[src/rtl/uio_bus_scheduler_pkg.sv]
// uio_sched_pkg: shared states and pad constants for the uio bus scheduler
package uio_sched_pkg;
   typedef enum logic [1:0] {IDLE, XFER, TURN} state_e;
   localparam logic DIR_READ = 1'b0;
   localparam logic DIR_WRITE = 1'b1;
   localparam logic [7:0] OE_DRIVE = 8'hFF;
   localparam logic [7:0] OE_HIZ = 8'h00;
endpackage

[src/rtl/uio_bus_scheduler_if.sv]
// uio_bus_scheduler_if: requester handshake plus uio pad signals
interface uio_bus_scheduler_if #(parameter int NUM_REQ = 4, parameter int BURST_W = 4);
   logic [NUM_REQ-1:0] req;
   logic [NUM_REQ-1:0] req_dir;
   logic [NUM_REQ*BURST_W-1:0] req_len;
   logic [NUM_REQ*8-1:0] req_wdata;
   logic [NUM_REQ-1:0] gnt;
   logic beat;
   logic done;
   logic abort;
   logic [7:0] rdata;
   logic rdata_vld;
   logic busy;
   logic [7:0] uio_in;
   logic [7:0] uio_out;
   logic [7:0] uio_oe;
   modport slave (
      input req, req_dir, req_len, req_wdata, uio_in,
      output gnt, beat, done, abort, rdata, rdata_vld, busy, uio_out, uio_oe
   );
   modport master (
      output req, req_dir, req_len, req_wdata, uio_in,
      input gnt, beat, done, abort, rdata, rdata_vld, busy, uio_out, uio_oe
   );
endinterface

[src/rtl/uio_bus_scheduler_rr_arbiter.sv]
// rr_arbiter: combinational rotating-priority pick of the first request at or after ptr_i
module rr_arbiter #(
   parameter int NUM_REQ = 4,
   localparam int PW = $clog2(NUM_REQ)
) (
   input  logic [NUM_REQ-1:0] req_i,
   input  logic [PW-1:0]      ptr_i,
   output logic [NUM_REQ-1:0] gnt_o,
   output logic [PW-1:0]      win_o,
   output logic               any_o
);
   always_comb begin
      win_o = '0;
      any_o = 1'b0;
      gnt_o = '0;
      // scan farthest-first so the nearest set bit after ptr_i is written last
      for (int i = NUM_REQ - 1; i >= 0; i--) begin
         if (req_i[PW'((int'(ptr_i) + i) % NUM_REQ)]) begin
            win_o = PW'((int'(ptr_i) + i) % NUM_REQ);
            any_o = 1'b1;
         end
      end
      if (any_o) gnt_o[win_o] = 1'b1;
   end
endmodule

[src/rtl/uio_bus_scheduler.sv]
// uio_bus_scheduler: round-robin burst ownership of the uio pads with a turnaround gap
module uio_bus_scheduler
   import uio_sched_pkg::*;
#(
   parameter int NUM_REQ = 4,
   parameter int BURST_W = 4,
   parameter int TURNAROUND = 1
) (
   input logic clk,
   input logic rst,
   uio_bus_scheduler_if.slave bus
);
   localparam int PW = $clog2(NUM_REQ);
   localparam state_e END_ST = (TURNAROUND == 0) ? IDLE : TURN;
   state_e state_q, state_d;
   logic [NUM_REQ-1:0] gnt_q, gnt_d, arb_gnt;
   logic [PW-1:0] own_q, own_d, ptr_q, ptr_d, arb_win;
   logic [BURST_W-1:0] len_q, len_d, cnt_q, cnt_d;
   logic [1:0] tcnt_q, tcnt_d;
   logic [7:0] rdata_q, rdata_d;
   logic dir_q, dir_d, rvld_q, rvld_d;
   logic arb_any, own_req, beat, wr, last;
   rr_arbiter #(.NUM_REQ(NUM_REQ)) u_arb (
      .req_i(bus.req),
      .ptr_i(ptr_q),
      .gnt_o(arb_gnt),
      .win_o(arb_win),
      .any_o(arb_any)
   );
   assign own_req = bus.req[own_q];
   assign beat = (state_q == XFER) && own_req;
   assign wr = beat && (dir_q == DIR_WRITE);
   assign last = cnt_q == len_q;
   assign bus.gnt = gnt_q;
   assign bus.beat = beat;
   assign bus.done = beat && last;
   assign bus.abort = (state_q == XFER) && !own_req;
   assign bus.busy = state_q != IDLE;
   assign bus.rdata = rdata_q;
   assign bus.rdata_vld = rvld_q;
   // pad drive is derived from the registered state so reset tri-states it immediately
   assign bus.uio_oe = wr ? OE_DRIVE : OE_HIZ;
   assign bus.uio_out = wr ? bus.req_wdata[own_q*8 +: 8] : 8'h00;
   always_comb begin
      state_d = state_q;
      gnt_d = gnt_q;
      own_d = own_q;
      ptr_d = ptr_q;
      dir_d = dir_q;
      len_d = len_q;
      cnt_d = cnt_q;
      tcnt_d = tcnt_q;
      rvld_d = beat && (dir_q == DIR_READ);
      rdata_d = rvld_d ? bus.uio_in : rdata_q;
      case (state_q)
         IDLE: if (arb_any) begin
            state_d = XFER;
            gnt_d = arb_gnt;
            own_d = arb_win;
            ptr_d = (arb_win == PW'(NUM_REQ - 1)) ? '0 : arb_win + 1'b1;
            dir_d = bus.req_dir[arb_win];
            len_d = bus.req_len[arb_win*BURST_W +: BURST_W];
            cnt_d = '0;
         end
         XFER: if (!own_req || last) begin
            state_d = END_ST;
            gnt_d = '0;
            tcnt_d = '0;
         end else cnt_d = cnt_q + 1'b1;
         TURN: if (tcnt_q == 2'(TURNAROUND - 1)) state_d = IDLE;
               else tcnt_d = tcnt_q + 1'b1;
         default: state_d = IDLE;
      endcase
   end
   always_ff @(posedge clk or posedge rst) begin
      if (rst) begin
         state_q <= IDLE;
         gnt_q <= '0;
         own_q <= '0;
         ptr_q <= '0;
         dir_q <= DIR_READ;
         len_q <= '0;
         cnt_q <= '0;
         tcnt_q <= '0;
         rdata_q <= '0;
         rvld_q <= 1'b0;
      end else begin
         state_q <= state_d;
         gnt_q <= gnt_d;
         own_q <= own_d;
         ptr_q <= ptr_d;
         dir_q <= dir_d;
         len_q <= len_d;
         cnt_q <= cnt_d;
         tcnt_q <= tcnt_d;
         rdata_q <= rdata_d;
         rvld_q <= rvld_d;
      end
   end
endmodule

[src/flat_wrapper.sv]
// flat-port wrapper written by rule: the top's interface ports become plain ports
module uio_bus_scheduler_flat import uio_sched_pkg::*;
#(
   parameter int NUM_REQ = 4,
   parameter int BURST_W = 4,
   parameter int TURNAROUND = 1
)
  (clk, rst, bus_req, bus_req_dir, bus_req_len, bus_req_wdata, bus_uio_in, bus_gnt, bus_beat, bus_done, bus_abort, bus_rdata, bus_rdata_vld, bus_busy, bus_uio_out, bus_uio_oe);
  uio_bus_scheduler_if #(.NUM_REQ(NUM_REQ), .BURST_W(BURST_W)) bus_i ();
  input logic clk;
  input logic rst;
  input wire logic [$bits(bus_i.req)-1:0] bus_req;
  input wire logic [$bits(bus_i.req_dir)-1:0] bus_req_dir;
  input wire logic [$bits(bus_i.req_len)-1:0] bus_req_len;
  input wire logic [$bits(bus_i.req_wdata)-1:0] bus_req_wdata;
  input wire logic [$bits(bus_i.uio_in)-1:0] bus_uio_in;
  output wire logic [$bits(bus_i.gnt)-1:0] bus_gnt;
  output wire logic [$bits(bus_i.beat)-1:0] bus_beat;
  output wire logic [$bits(bus_i.done)-1:0] bus_done;
  output wire logic [$bits(bus_i.abort)-1:0] bus_abort;
  output wire logic [$bits(bus_i.rdata)-1:0] bus_rdata;
  output wire logic [$bits(bus_i.rdata_vld)-1:0] bus_rdata_vld;
  output wire logic [$bits(bus_i.busy)-1:0] bus_busy;
  output wire logic [$bits(bus_i.uio_out)-1:0] bus_uio_out;
  output wire logic [$bits(bus_i.uio_oe)-1:0] bus_uio_oe;
  assign bus_i.req = bus_req;
  assign bus_i.req_dir = bus_req_dir;
  assign bus_i.req_len = bus_req_len;
  assign bus_i.req_wdata = bus_req_wdata;
  assign bus_i.uio_in = bus_uio_in;
  assign bus_gnt = bus_i.gnt;
  assign bus_beat = bus_i.beat;
  assign bus_done = bus_i.done;
  assign bus_abort = bus_i.abort;
  assign bus_rdata = bus_i.rdata;
  assign bus_rdata_vld = bus_i.rdata_vld;
  assign bus_busy = bus_i.busy;
  assign bus_uio_out = bus_i.uio_out;
  assign bus_uio_oe = bus_i.uio_oe;
  uio_bus_scheduler #(.NUM_REQ(NUM_REQ), .BURST_W(BURST_W), .TURNAROUND(TURNAROUND)) u_core (.clk(clk), .rst(rst), .bus(bus_i));
endmodule
[config.mk]
export PLATFORM = sky130hd
export DESIGN_NAME = uio_bus_scheduler_flat
export DESIGN_NICKNAME = d
export VERILOG_FILES = /design/src/rtl/uio_bus_scheduler_pkg.sv /design/src/rtl/uio_bus_scheduler_if.sv /design/src/rtl/uio_bus_scheduler_rr_arbiter.sv /design/src/rtl/uio_bus_scheduler.sv /design/src/flat_wrapper.sv
export SDC_FILE = /design/constraint.sdc
export NUM_CORES = 1
export LEC_CHECK = 0
export BUFFER_PORTS_ARGS = -buffer_cell sky130_fd_sc_hd__buf_2
export CORE_ASPECT_RATIO = 1.5
export CORE_MARGIN = 2
export CORE_UTILIZATION = 46
export CTS_CLUSTER_SIZE = 30
export DETAILED_ROUTE_END_ITERATION = 8
export PLACE_DENSITY = 0.88
export SLEW_MARGIN = 40
export SYNTH_ARGS = -nofsm -noshare
export SYNTH_HDL_FRONTEND = slang
export SYNTH_SLANG_ARGS = --single-unit
[constraint.sdc]
create_clock -name clk -period 2.1 [get_ports clk]
set_input_delay 0.105 -clock clk [delete_from_list [all_inputs] [get_ports clk]]
set_output_delay 0.105 -clock clk [all_outputs]
set_load 0.02 [all_outputs]
==> results by group <==
Run status
  – Status: finished, final reports clean

Drt
  – Post-Route M1 WL: 1836 um
  – WL met3: 293 um
  – WL final: 5194 um
  – Initial drt markers: 74
  – ANT nets after route: 0
  – Routed via count: 1873
  – First-pass iteration count of the detailed router: 4
  – DRC: 0
  – DR vias/cell: 5.558
  – WL per Instance: 15.41 um
  – Met2 wire len: 2966 um
  – Max Used Layer: met4

Floorplan
  – Starting Density: 0.4822
  – Core area: 4245 um2
  – Die height: 85.70 um
  – # rows: 29
  – Chip width: 58.47 um
  – Die ar.: 5010 um2
  – I/O pins: 99

Logic synthesis
  – Cells after synthesis: 194
  – Post-synth EDFFs: 0
  – Post-synth top area cell: dfrtp_1
  – Yosys reg bits: 30
  – Synth warn: 0
  – Count leader, synth: dfrtp_1
  – Part of the Yosys area used for sequential elements: 0.3667
  – Main synth FF type: dfrtp_1
  – Commonest cells in the netlist: dfrtp_1 (30), nand2_1 (16), inv_1 (12)
  – Synth top area share: 0.3667
  – Syn Std Cell Area: 2047 um2
  – Top cells by area, synth: dfrtp_1 (37%), mux4_1 (6.4%), mux2_2 (5.0%)
  – Syn_area_per_cell: 10.55 um2
  – Asr flop ratio synth: 1.000
  – Yosys cell types: 42
  – Net Count, Synth: 267

GRT
  – GRT Overall Usage: 0.2163
  – Largest net degree at the start of global routing: 31
  – Initial antenna violation count: 0
  – First-pass GRT wire length: 8418 um
  – Overflow after GRT: 0
  – Vias in the first global route: 1911

Cells and area
  – # fillers: 352
  – Number of inserted diodes: 0
  – Layout area overhead: 29.40%
  – Final Non-Filler Cells: 337
  – Layout Nets: 363
  – Layout cell share with drive strength beyond 1: 0.4605

STA
  – Part of the cycle the worst path needs: 0.9607
  – Final setup vio count: 0
  – Final setup TNS: 0 ps
  – Worst Tran Pin Value: 648.9 ps
  – Fin. Hold Viols: 0
  – Fmax: 495.6 MHz
  – Final WS setup: 82.44 ps
  – Worst slew margin: 0.5628
  – Setup Skew: 3.042 ps
  – Final Max Slew Viols: 0
  – RSZ-0062 raised after global routing: false
  – Fin crit period: 2018 ps

Clock tree
  – CTS H-Tree Depth: 2
  – Root buffer cell: clkbuf_8
  – Clock latency on the worst-skew pair: 290 ps
  – CTS tree: done
  – Clock sinks: 30
  – Setup Buffers After CTS: 0
  – Clock transition at path regs: 70 ps
  – Clock buffer count from CTS: 5
  – Clock Tree Buf Depth: 2

Setup path
  – CP Launch Type: flop
  – Arrival @ worst endpoint: 2190 ps
  – Maximum fanout along the worst path: 5
  – Crit end category: flop
  – CP Data Required Time: 2270 ps
  – Critical path type: reg2reg

Power
  – Leakage: 1.409 nW
  – Pwr/cell area: 1326 nW/um2
  – Peak VDD IR: 0.9777 mV

Place
  – HPWL after DPL: 4138 um
  – GP Congestion: 0.8035
  – Cells after DPL: 328
  – IO Port Bufs: 98
  – Setup WS pre-CTS: 133.3 ps

Job
  – # Max-Cap Violations: 0

Min path
  – Tightest Hold Check Type: in2reg
## kinds of logic (layout without fill, tap and decap cells)
| kind of cell | count (synthesis) | in the layout | share of synthesized area |
|---|---|---|---|
| AOI/OAI and AO/OA | 46 | 46 | 0.1663 |
| muxes | 24 | 24 | 0.1877 |
| DFF | 30 | 30 | 0.3667 |
| adders and majority gates | 7 | 7 | 0.04279 |
| and+or+nand+nor | 51 | 51 | 0.1302 |
| buffers and inverters | 30 | 127 | 0.08068 |
| xor gates and xnor gates | 6 | 6 | 0.02567 |
## through the flow
step           instance area, um2  power (mW)  utilization  hold slack [ps]
2_1_floorplan                2047       2.517            -            195.8
3_3_place_gp                 2535       2.917       0.5971            192.1
3_5_place_dp                 2535       3.007       0.5971            203.9
4_1_cts                      2640       3.514       0.6219            43.76
5_1_grt                      2649       3.739       0.6239            53.06
6_report                     2649       3.513       0.6239            49.64
## metal layers
layer  vias to the layer above  track usage
li1                        901            -
met1                       891       0.2215
met2                        72       0.4025
met3                         9      0.04374
met4                         0       0.1036
met5                         -            0
## flip-flops by register name (all words and copies together), names as in the netlist
name / flops
u_core.bus.rdata_vld: 1
u_core.own_q: 2
u_core.ptr_q: 2
u_core.len_q: 4
u_core.tcnt_q: 2
u_core.state_q: 2
u_core.bus.rdata: 8
u_core.dir_q: 1
u_core.bus.gnt: 4
u_core.cnt_q: 4
## cell usage in the layout (no fill, tap or decap), drive strengths merged, types with 5 or more instances in the layout
cell type,synthesis,final
o21ai,10,10
clkbuf,5,6
inv,12,12
a2111oi,5,5
mux4,9,9
a21boi,6,6
xor2,5,5
nor2,10,10
buf,13,106
a211oi,5,5
dfrtp,30,30
ha,7,7
nand2,16,16
mux2,10,10
and3,10,10
mux2i,5,5
## worst max-delay path: stages, from the launching register on
cell and delay, ps:
dfrtp_1 450, xor2_1 190, or4_4 530, and3_1 200
mux2_1 330, a22o_1 200
## cell type report
type / count / area [um2] / share of cell area
Timing Repair Buffer: 107 / 560.5 / 0.2116
Clock buffer: 6 / 82.58 / 0.03118
Inverter: 12 / 45.04 / 0.01701
Sequential cell: 30 / 750.7 / 0.2834
Clock inverter: 2 / 12.51 / 0.004724
Multi-Input combinational cell: 134 / 1140 / 0.4303
Tap cell: 46 / 57.56 / 0.02173
## report_power, final
part	internal, mW	total, mW	leakage, nW	switching [mW]
clock network	0.263	0.490	0.0472	0.227
registers	0.815	1.00	0.375	0.187
logic	0.868	2.02	0.987	1.15
## timing repair
action | in CTS | in global routing
resized for setup | 0 | 4
endpoints found under the hold margin | 30 | 0
setup endpoints to repair | 0 | 14
hold buffers | 1 | 0
## path summary, 6_finish.rpt
| kind | slack (ps) | endpoint | start | depth (start not counted) |
|---|---|---|---|---|
| setup / recovery | 80 | u_core.cnt_q[2] | u_core.cnt_q[0] | 5 |
| hold / removal | 50 | u_core.bus.rdata[6] | bus_uio_in[6] | 2 |
| setup reg to reg | 80 | u_core.cnt_q[2] | u_core.cnt_q[0] | 5 |
| hold reg to reg | 490 | u_core.tcnt_q[0] | u_core.tcnt_q[0] | 1 |
| max in group asynchronous | 1390 | u_core.bus.gnt[0] | rst | 4 |
| min in group asynchronous | 430 | u_core.bus.rdata[7] | rst | 4 |
(Power assumes the default switching activity.)
